`src/rtl/cpu_pkg.sv`:
```
// cpu_pkg: shared constants for the factorial CPU datapath.
//   - DATA_W / NREG : default datapath width and register-file depth
//   - INS_*         : ALU operation encoding on InsSel
//   - SRC_*         : write-data source codes on InMuxAdd
//   - REG_*         : fixed register roles
package cpu_pkg;

    localparam int DATA_W = 8;
    localparam int NREG   = 16;

    localparam logic [1:0] INS_NOP = 2'd0;
    localparam logic [1:0] INS_CLR = 2'd1;
    localparam logic [1:0] INS_ADD = 2'd2;
    localparam logic [1:0] INS_SUB = 2'd3;

    localparam logic [2:0] SRC_A     = 3'd0;
    localparam logic [2:0] SRC_CONST = 3'd2;
    localparam logic [2:0] SRC_ALUQ  = 3'd3;
    localparam logic [2:0] SRC_READ  = 3'd4;

    localparam logic [3:0] REG_RESULT = 4'd0;
    localparam logic [3:0] REG_OPA    = 4'd1;
    localparam logic [3:0] REG_OPB    = 4'd2;
    localparam logic [3:0] REG_ACC    = 4'd15;

endpackage

```
`src/rtl/cpu_regfile.sv`:
```
// cpu_regfile: NREG x DATA_W register file, one synchronous write port,
// one asynchronous read port and fixed taps on the result/operand registers.
// Ports:
//   clk, reset_n          clock, async active-low reset (clears every entry)
//   we, wr_addr, wr_data  write port, takes effect at the rising edge
//   rd_addr, rd_data      combinational read port (pre-edge contents)
//   reg0, reg1, reg2      taps for the result and the two ALU operands
module cpu_regfile #(
    parameter int DATA_W = 8,
    parameter int NREG   = 16
) (
    input  logic              clk,
    input  logic              reset_n,
    input  logic              we,
    input  logic [3:0]        wr_addr,
    input  logic [DATA_W-1:0] wr_data,
    input  logic [3:0]        rd_addr,
    output logic [DATA_W-1:0] rd_data,
    output logic [DATA_W-1:0] reg0,
    output logic [DATA_W-1:0] reg1,
    output logic [DATA_W-1:0] reg2
);
    import cpu_pkg::*;

    logic [DATA_W-1:0] mem [NREG];

    always_ff @(posedge clk or negedge reset_n) begin
        if (!reset_n) begin
            for (int i = 0; i < NREG; i++) begin
                mem[i] <= '0;
            end
        end else if (we) begin
            mem[wr_addr] <= wr_data;
        end
    end

    assign rd_data = mem[rd_addr];
    assign reg0    = mem[REG_RESULT];
    assign reg1    = mem[REG_OPA];
    assign reg2    = mem[REG_OPB];

endmodule

```
`src/rtl/cpu_datapath.sv`:
```
// cpu_datapath: datapath of the factorial CPU. Executes the control word
// presented each cycle: register file, input mux and an ALU on reg1/reg2.
// Ports:
//   clk, reset_n        clock, async active-low reset
//   A, CUconst          external operand and control-unit constant
//   InsSel              ALU op (NOP/CLR/ADD/SUB)
//   WE, RegAdd          register write enable / address
//   OutMuxAdd           register read address
//   InMuxAdd            write-data source select
//   Z, CO               combinational zero / carry flags of the live ALU output
//   Result, ResultValid reg0 contents and one-cycle pulse after reg0 is written
//   Ovf                 sticky ADD carry (only with CPU_DP_STICKY_OVF_EN)
// Build option: define CPU_DP_STICKY_OVF_EN to enable the sticky Ovf flop;
// otherwise Ovf is tied low.
module cpu_datapath #(
    parameter int DATA_W = cpu_pkg::DATA_W,
    parameter int NREG   = cpu_pkg::NREG
) (
    input  logic              clk,
    input  logic              reset_n,
    input  logic [DATA_W-1:0] A,
    input  logic [1:0]        InsSel,
    input  logic              WE,
    input  logic [3:0]        RegAdd,
    input  logic [3:0]        OutMuxAdd,
    input  logic [2:0]        InMuxAdd,
    input  logic [DATA_W-1:0] CUconst,
    output logic              Z,
    output logic              CO,
    output logic [DATA_W-1:0] Result,
    output logic              ResultValid,
    output logic              Ovf
);
    import cpu_pkg::*;

    logic [DATA_W-1:0] rd_data;
    logic [DATA_W-1:0] reg0;
    logic [DATA_W-1:0] op_a;
    logic [DATA_W-1:0] op_b;
    logic [DATA_W-1:0] wr_data;
    logic [DATA_W-1:0] alu_y;
    logic [DATA_W-1:0] alu_q;
    logic [DATA_W:0]   add_full;
    logic [DATA_W:0]   sub_full;
    logic              result_valid_q;

    cpu_regfile #(
        .DATA_W (DATA_W),
        .NREG   (NREG)
    ) u_regfile (
        .clk     (clk),
        .reset_n (reset_n),
        .we      (WE),
        .wr_addr (RegAdd),
        .wr_data (wr_data),
        .rd_addr (OutMuxAdd),
        .rd_data (rd_data),
        .reg0    (reg0),
        .reg1    (op_a),
        .reg2    (op_b)
    );

    // Both results carry an extra top bit: ADD's is the carry, SUB's is the
    // borrow, so "no borrow" (op_a >= op_b) is its inverse.
    assign add_full = {1'b0, op_a} + {1'b0, op_b};
    assign sub_full = {1'b0, op_a} - {1'b0, op_b};

    always_comb begin
        alu_y = alu_q;
        CO    = 1'b0;
        case (InsSel)
            INS_ADD: begin
                alu_y = add_full[DATA_W-1:0];
                CO    = add_full[DATA_W];
            end
            INS_SUB: begin
                alu_y = sub_full[DATA_W-1:0];
                CO    = ~sub_full[DATA_W];
            end
            default: ;
        endcase
    end

    assign Z = (alu_y == '0);

    always_comb begin
        wr_data = '0;
        case (InMuxAdd)
            SRC_A:     wr_data = A;
            SRC_CONST: wr_data = CUconst;
            SRC_ALUQ:  wr_data = alu_q;
            SRC_READ:  wr_data = rd_data;
            default:   wr_data = '0;
        endcase
    end

    always_ff @(posedge clk or negedge reset_n) begin
        if (!reset_n) begin
            alu_q <= '0;
        end else if (InsSel == INS_ADD || InsSel == INS_SUB) begin
            alu_q <= alu_y;
        end else if (InsSel == INS_CLR) begin
            alu_q <= '0;
        end
    end

    // Pulses on every reg0 write, even when the stored value does not change.
    always_ff @(posedge clk or negedge reset_n) begin
        if (!reset_n) begin
            result_valid_q <= 1'b0;
        end else begin
            result_valid_q <= WE && (RegAdd == REG_RESULT);
        end
    end

    assign Result      = reg0;
    assign ResultValid = result_valid_q;

`ifdef CPU_DP_STICKY_OVF_EN
    logic ovf_q;

    always_ff @(posedge clk or negedge reset_n) begin
        if (!reset_n) begin
            ovf_q <= 1'b0;
        end else if (InsSel == INS_ADD && add_full[DATA_W]) begin
            ovf_q <= 1'b1;
        end else if (InsSel == INS_CLR) begin
            ovf_q <= 1'b0;
        end
    end

    assign Ovf = ovf_q;
`else
    assign Ovf = 1'b0;
`endif

endmodule

```
`config.mk`:
```
export PLATFORM = sky130hd
export DESIGN_NAME = cpu_datapath
export DESIGN_NICKNAME = d
export VERILOG_FILES = /design/src/rtl/cpu_pkg.sv /design/src/rtl/cpu_regfile.sv /design/src/rtl/cpu_datapath.sv
export SDC_FILE = /design/constraint.sdc
export NUM_CORES = 1
export LEC_CHECK = 0
export BUFFER_PORTS_ARGS = -buffer_cell sky130_fd_sc_hd__buf_2
export CAP_MARGIN = 20
export CORE_MARGIN = 2
export CORE_UTILIZATION = 30
export DETAILED_ROUTE_END_ITERATION = 7
export PLACE_DENSITY = 0.5
export SLEW_MARGIN = 20
export SYNTH_ARGS = -nofsm -noshare
export SYNTH_HDL_FRONTEND = slang
export SYNTH_SLANG_ARGS = --single-unit
```
`constraint.sdc`:
```
create_clock -name clk -period 2.8 [get_ports clk]
set_input_delay 0.56 -clock clk [delete_from_list [all_inputs] [get_ports clk]]
set_output_delay 0.56 -clock clk [all_outputs]
set_load 0.005 [all_outputs]
```
# Word-level counts from Yosys, hierarchy flattened
# Cells that the tools add are included.
dict set report totals {
  out_inout_bits 12
  ff_bits 137
}
dict set report classes {
  n_bitwise 3
  n_lt_le_gt_ge 3
  n_reduce_logical 7
  muxes 11
  n_eq_ne 6
  n_addsub 2
}
# op count
set ops {}
lappend ops {{$bwmux W128} 1}
lappend ops {{$mux W8} 5}
lappend ops {{$bmux W8 S4} 1}
lappend ops {{$demux W8 S4} 1}
lappend ops {{$pmux W8 S4} 1}
lappend ops {{$pmux W8 S2} 1}
lappend ops {{$ge A5 B5 Y1 const B} 2}
lappend ops {{$not A4 Y5} 2}
lappend ops {{$add A8 B8 Y9} 1}
lappend ops {{$sub A8 B8 Y9} 1}
lappend ops {{$logic_not A8 Y1} 1}
lappend ops {{$eq A3 B2 Y1 const B} 2}
lappend ops {{$lt A5 B1 Y1 const B} 1}
lappend ops {{$eq A2 B2 Y1 const B} 2}
lappend ops {{$logic_not A4 Y1} 1}
lappend ops {{$eq A3 B3 Y1 const B} 1}
lappend ops {{$logic_not A3 Y1} 1}
lappend ops {{$eq A2 B1 Y1 const B} 1}
lappend ops {{$logic_and A1 B1 Y1} 2}
lappend ops {{$pmux W1 S2} 1}
lappend ops {{$reduce_bool A2 Y1} 1}
lappend ops {{$logic_or A1 B1 Y1} 1}
lappend ops {{$not A1 Y1} 1}

# Logic depth before layout (Yosys ltp)
dict set report logic_depth {
  depth_word 6
  depth_mapped 10
  mapped_depth_nobuf 10
}

# Cells and area by module
# A second synthesis with hierarchy kept.
dict set report unflattened {
  hier_cells 572
  area_unflattened_um2 7450.9
}
# mod instances cells_each area_each_um2
set by_module_without_submodules {}
lappend by_module_without_submodules {cpu_regfile 1 389 6050.8}
lappend by_module_without_submodules {cpu_datapath 1 183 1400.1}

# Worst setup path before layout
# OpenSTA, ideal clock, no wires.
dict set report synth_path {
  kind {register -> output}
  startpoint {register u_regfile.mem, in the netlist u_regfile.reg1[2]}
  endpoint {output Z}
  arrival_ns 2.213
  path_slack_ns 0.027
  path_stages_with_launch 9
  t_required_ns 2.240
  path_cell_list {dfrtp_1 ha_1 clkbuf_1 nor3b_1 o31ai_1 a21oi_1 a2111oi_0 mux2i_1 nor4_1}
}
dict set report synth_between {
  elab_chain_len 3
}
# element line_no
set synth_rtl {}
lappend synth_rtl {{start, declared} cpu_regfile.sv:25} ;# logic [DATA_W-1:0] mem [NREG];
lappend synth_rtl {{start signal, assigned by index} cpu_regfile.sv:33} ;# mem[wr_addr] <= wr_data;
lappend synth_rtl {{$sub A8 B8 Y9 / $add A8 B8 Y9 (equally long branches)} {cpu_datapath.sv:66, cpu_datapath.sv:65}}
lappend synth_rtl {{$pmux W8 S2 (*)} cpu_datapath.sv:71} ;# case (InsSel)
lappend synth_rtl {{$logic_not A8 Y1 (*)} cpu_datapath.sv:84} ;# assign Z = (alu_y == '0);
lappend synth_rtl {{end, declared} cpu_datapath.sv:28} ;# output logic Z,
# Mark *: on every way between the ends. The rest lies on a longest branch, timed or not.

# Worst setup path after layout
dict set report layout_path {
  startpoint {register u_regfile.mem, in the netlist u_regfile.reg2[1]}
  endpoint {output Z}
}
# The elaborated chain is that of the path after synthesis.

==> results.md <==
- Number of synthesized flops with an enable pin: 0
- Top cell type's share of synthesized area: 45.2%
- Layout cells sized above 1: 38.3%
- Worst VDD drop: 0.452 mV
- Worst setup EP type: output pin
- Fin crit share: 116%
- Clock latency on the worst-skew pair: 0.42 ns
- Core ar.: 25000 sq um
- R2r setup slk: about 0.14 ns
- Sequential cell area: 3430 sq um
- CTS tree: done
- Vias in the first global route: 5423
- Synthesis-stage register bit count: 137
- Final cell count without fillers: 1110
- Worst Path Max Fanout: 3
- 1st-pass router iterations: 4
- Endpoints failing setup: 2
- Min Hold Slack: 0.120 ns
- Average routed wire per standard cell: 17.8 microns
- Sequential fraction of the synthesis area: 45.2%
- Status: finished, violations left
- Mean Syn Cell Area: 11.2 sq um
- Clk root buf: clkbuf_16
- MaxCap Viol Count: 0
- Number of fill cells: 2477
- F_max: around 0.31 GHz
- Synth warnings: 0
- GRT Util Overall: 15.7%
- R2R depth: 9
- Leak pwr: 4.12 nW
- CP startpoint kind: flip-flop
- GRT overflow: 0
- Yosys top cell by area: dfrtp_1
- Netlist cell types: 49
- Hold Path Class: in -> async
- Cell area after layout: 9450 sq um
- Reg2reg start: u_regfile.reg2[0]
- Post-Syn Nets: 727
- Cts bufs inserted: 17
- Clk_skew: 0.00965 ns
- PortBufs: 42
- Worst EP required: 2.24 ns
- Vias per cell: roughly 4.7
- Final Critical Period: about 3.3 ns
- Via count: 5243
- Pin count of the biggest net entering global routing: 58
- Synthesized cell area: 7590 sq um
- Final WL: 19700 microns
- CTS clock-pin slew for the worst setup and hold paths: 0.06 ns
- Least-Margin Pin Slew: 0.656 ns
- Unrepaired setup endpoints after global routing: yes
- Die area: between 20000 and 30000 sq um
- Synth top area cells: dfrtp_1, mux4_1, a21oi_2, nor2_1, mux4_2
- Clk buf depth: 2
- Worst slew margin: approximately 56%
- First DRT Iteration DRCs: 281
- Max-slew violations: 0
- CTS Sinks: about 140
- Die Height: roughly 160 microns
- # nets final: 814
- Initial antenna violation count: 3
- Crit path DAT: 2.70 ns
- Final Hold Viols: 0
- First-pass GRT wire length: 31300 microns
- PD cells: about 750 nW/um^2
- Violated checks: negative setup slack
- Post-synth ARST share: 100%
- H-Tree Depth: 4
- Dpl hpwl: about 14000 microns
- Footprint of the multi-input gates: 3950 sq um
- Initial core utilization: 30.3%
- Dpl cell area: 8600 sq um
- Slack of the critical path: -0.460 ns
- Routability cong.: 0.801
- DR DRC count: 0
- IO Pins: 44
- Worst r2r dst: u_regfile.mem[56]
- Top_reg_cell synth: dfrtp_1
- Cell count after synthesis: 676
- FP Rows: 58
- Placed Cells: 1070
- Die X-Extent: 163 microns
- Kind of critical path: reg -> out
- Final ANT Viol Nets: 0
- Area Overhead vs Synth: 24.6%
==> flip-flops by register name, summed over array words and instances, names as in the netlist <==
register	count
u_regfile.mem	104
alu_q	8
u_regfile.reg0	8
u_regfile.reg1	8
u_regfile.reg2	8
ResultValid	1
==> cells in the final DEF, fill, tap and decap left out, types with 4 or more instances in the layout <==
master	n
mux4_1	27
dfrtp_1	136
ha_1	12
buf_2	41
mux4_2	13
buf_4	64
nor3_1	4
clkinv_4	5
inv_6	4
inv_1	14
mux2i_1	10
diode_2	4
nand2b_1	7
buf_6	6
nor2_1	104
nand3b_1	5
a21oi_4	8
mux2_4	8
nand2_1	62
ha_4	4
o21ai_0	54
a21oi_2	84
clkbuf_16	17
buf_12	12
==> layout make-up <==
type,instances,area share (%)
timing repair buffer,123,10.5
multi-input combinational,466,41.7
tap,330,4.37
inverter,18,0.715
clock buffer,18,4.54
antenna,4,0.106
sequential,137,36.3
clock inverter,14,1.75
==> critical path: stages (launching register included) <==
cell	delay (ns)
dfrtp_1	0.41
buf_6	0.14
ha_4	0.14
nor2b_4	0.13
o31ai_4	0.25
a21oi_2	0.10
buf_4	0.14
or2_4	0.22
a221o_1	0.37
nor4_4	0.24
buf_2	0.16
==> metrics by stage <==
stage | worst slack, ns | setup TNS [ns] | utilization [%] | power (mW)
floorplan | 0.0267 | 0 | - | 3.96
global placement | -0.277 | -10.03 | 34.4 | 4.61
detailed placement | -0.259 | -11.22 | 34.4 | 4.63
CTS | -0.462 | -0.753 | 37.4 | 7.05
global route | -0.535 | -0.938 | 37.7 | 7.45
finish | -0.460 | -0.735 | 37.8 | 7.04
==> power breakdown <==
group / internal [mW] / switching, mW
registers: 2.42 / 0.264
clock network: 1.34 / 0.940
logic: 1.08 / 0.998
total: 4.84 / 2.20
==> cells by family after synthesis <==
family	count (synthesis)	synth area share, %
and+or+nand+nor	204	11.3
xor gates and xnor gates	5	0.577
DFF	137	45.2
other	1	0.0494
adders and majority gates	19	3.33
buffers and inverters	73	5.36
muxes	61	16.5
AOI/OAI and AO/OA	176	17.7
==> cells in the mapped netlist (8+ instances only) <==
| master | number |
|---|---|
| a21oi_2 | 80 |
| a21oi_4 | 8 |
| buf_4 | 9 |
| buf_6 | 11 |
| clkbuf_1 | 28 |
| dfrtp_1 | 137 |
| ha_1 | 17 |
| inv_1 | 17 |
| mux2_4 | 8 |
| mux2i_1 | 12 |
| mux4_1 | 27 |
| mux4_2 | 13 |
| nand2_1 | 62 |
| nor2_1 | 106 |
| o21ai_0 | 57 |
==> routing by layer <==
layer	vias up	part of all wire (%)	track usage, %
met5	-	0	0
met4	0	1.7	4.95
li1	2571	-	-
met3	19	3.8	3.56
met1	2568	47	20.8
met2	85	48	25.4
==> worst max path at each step <==
stage / from / endpoint / slack [ns]
after floorplan: u_regfile.reg1[2] / Z / 0.03
after global placement: u_regfile.reg2[0] / Z / -0.28
after detailed placement: u_regfile.reg2[0] / Z / -0.26
after CTS: u_regfile.reg2[0] / Z / -0.46
after global routing: u_regfile.reg2[0] / Z / -0.53
final: u_regfile.reg2[1] / Z / -0.46
==> what timing repair did <==
item,in CTS,in global routing
gates resized for setup,29,19
setup buffers,6,0
endpoints found under the setup margin,2,2
hold buffers,0,0
pin swaps,14,14
(Power assumes the default switching activity.)
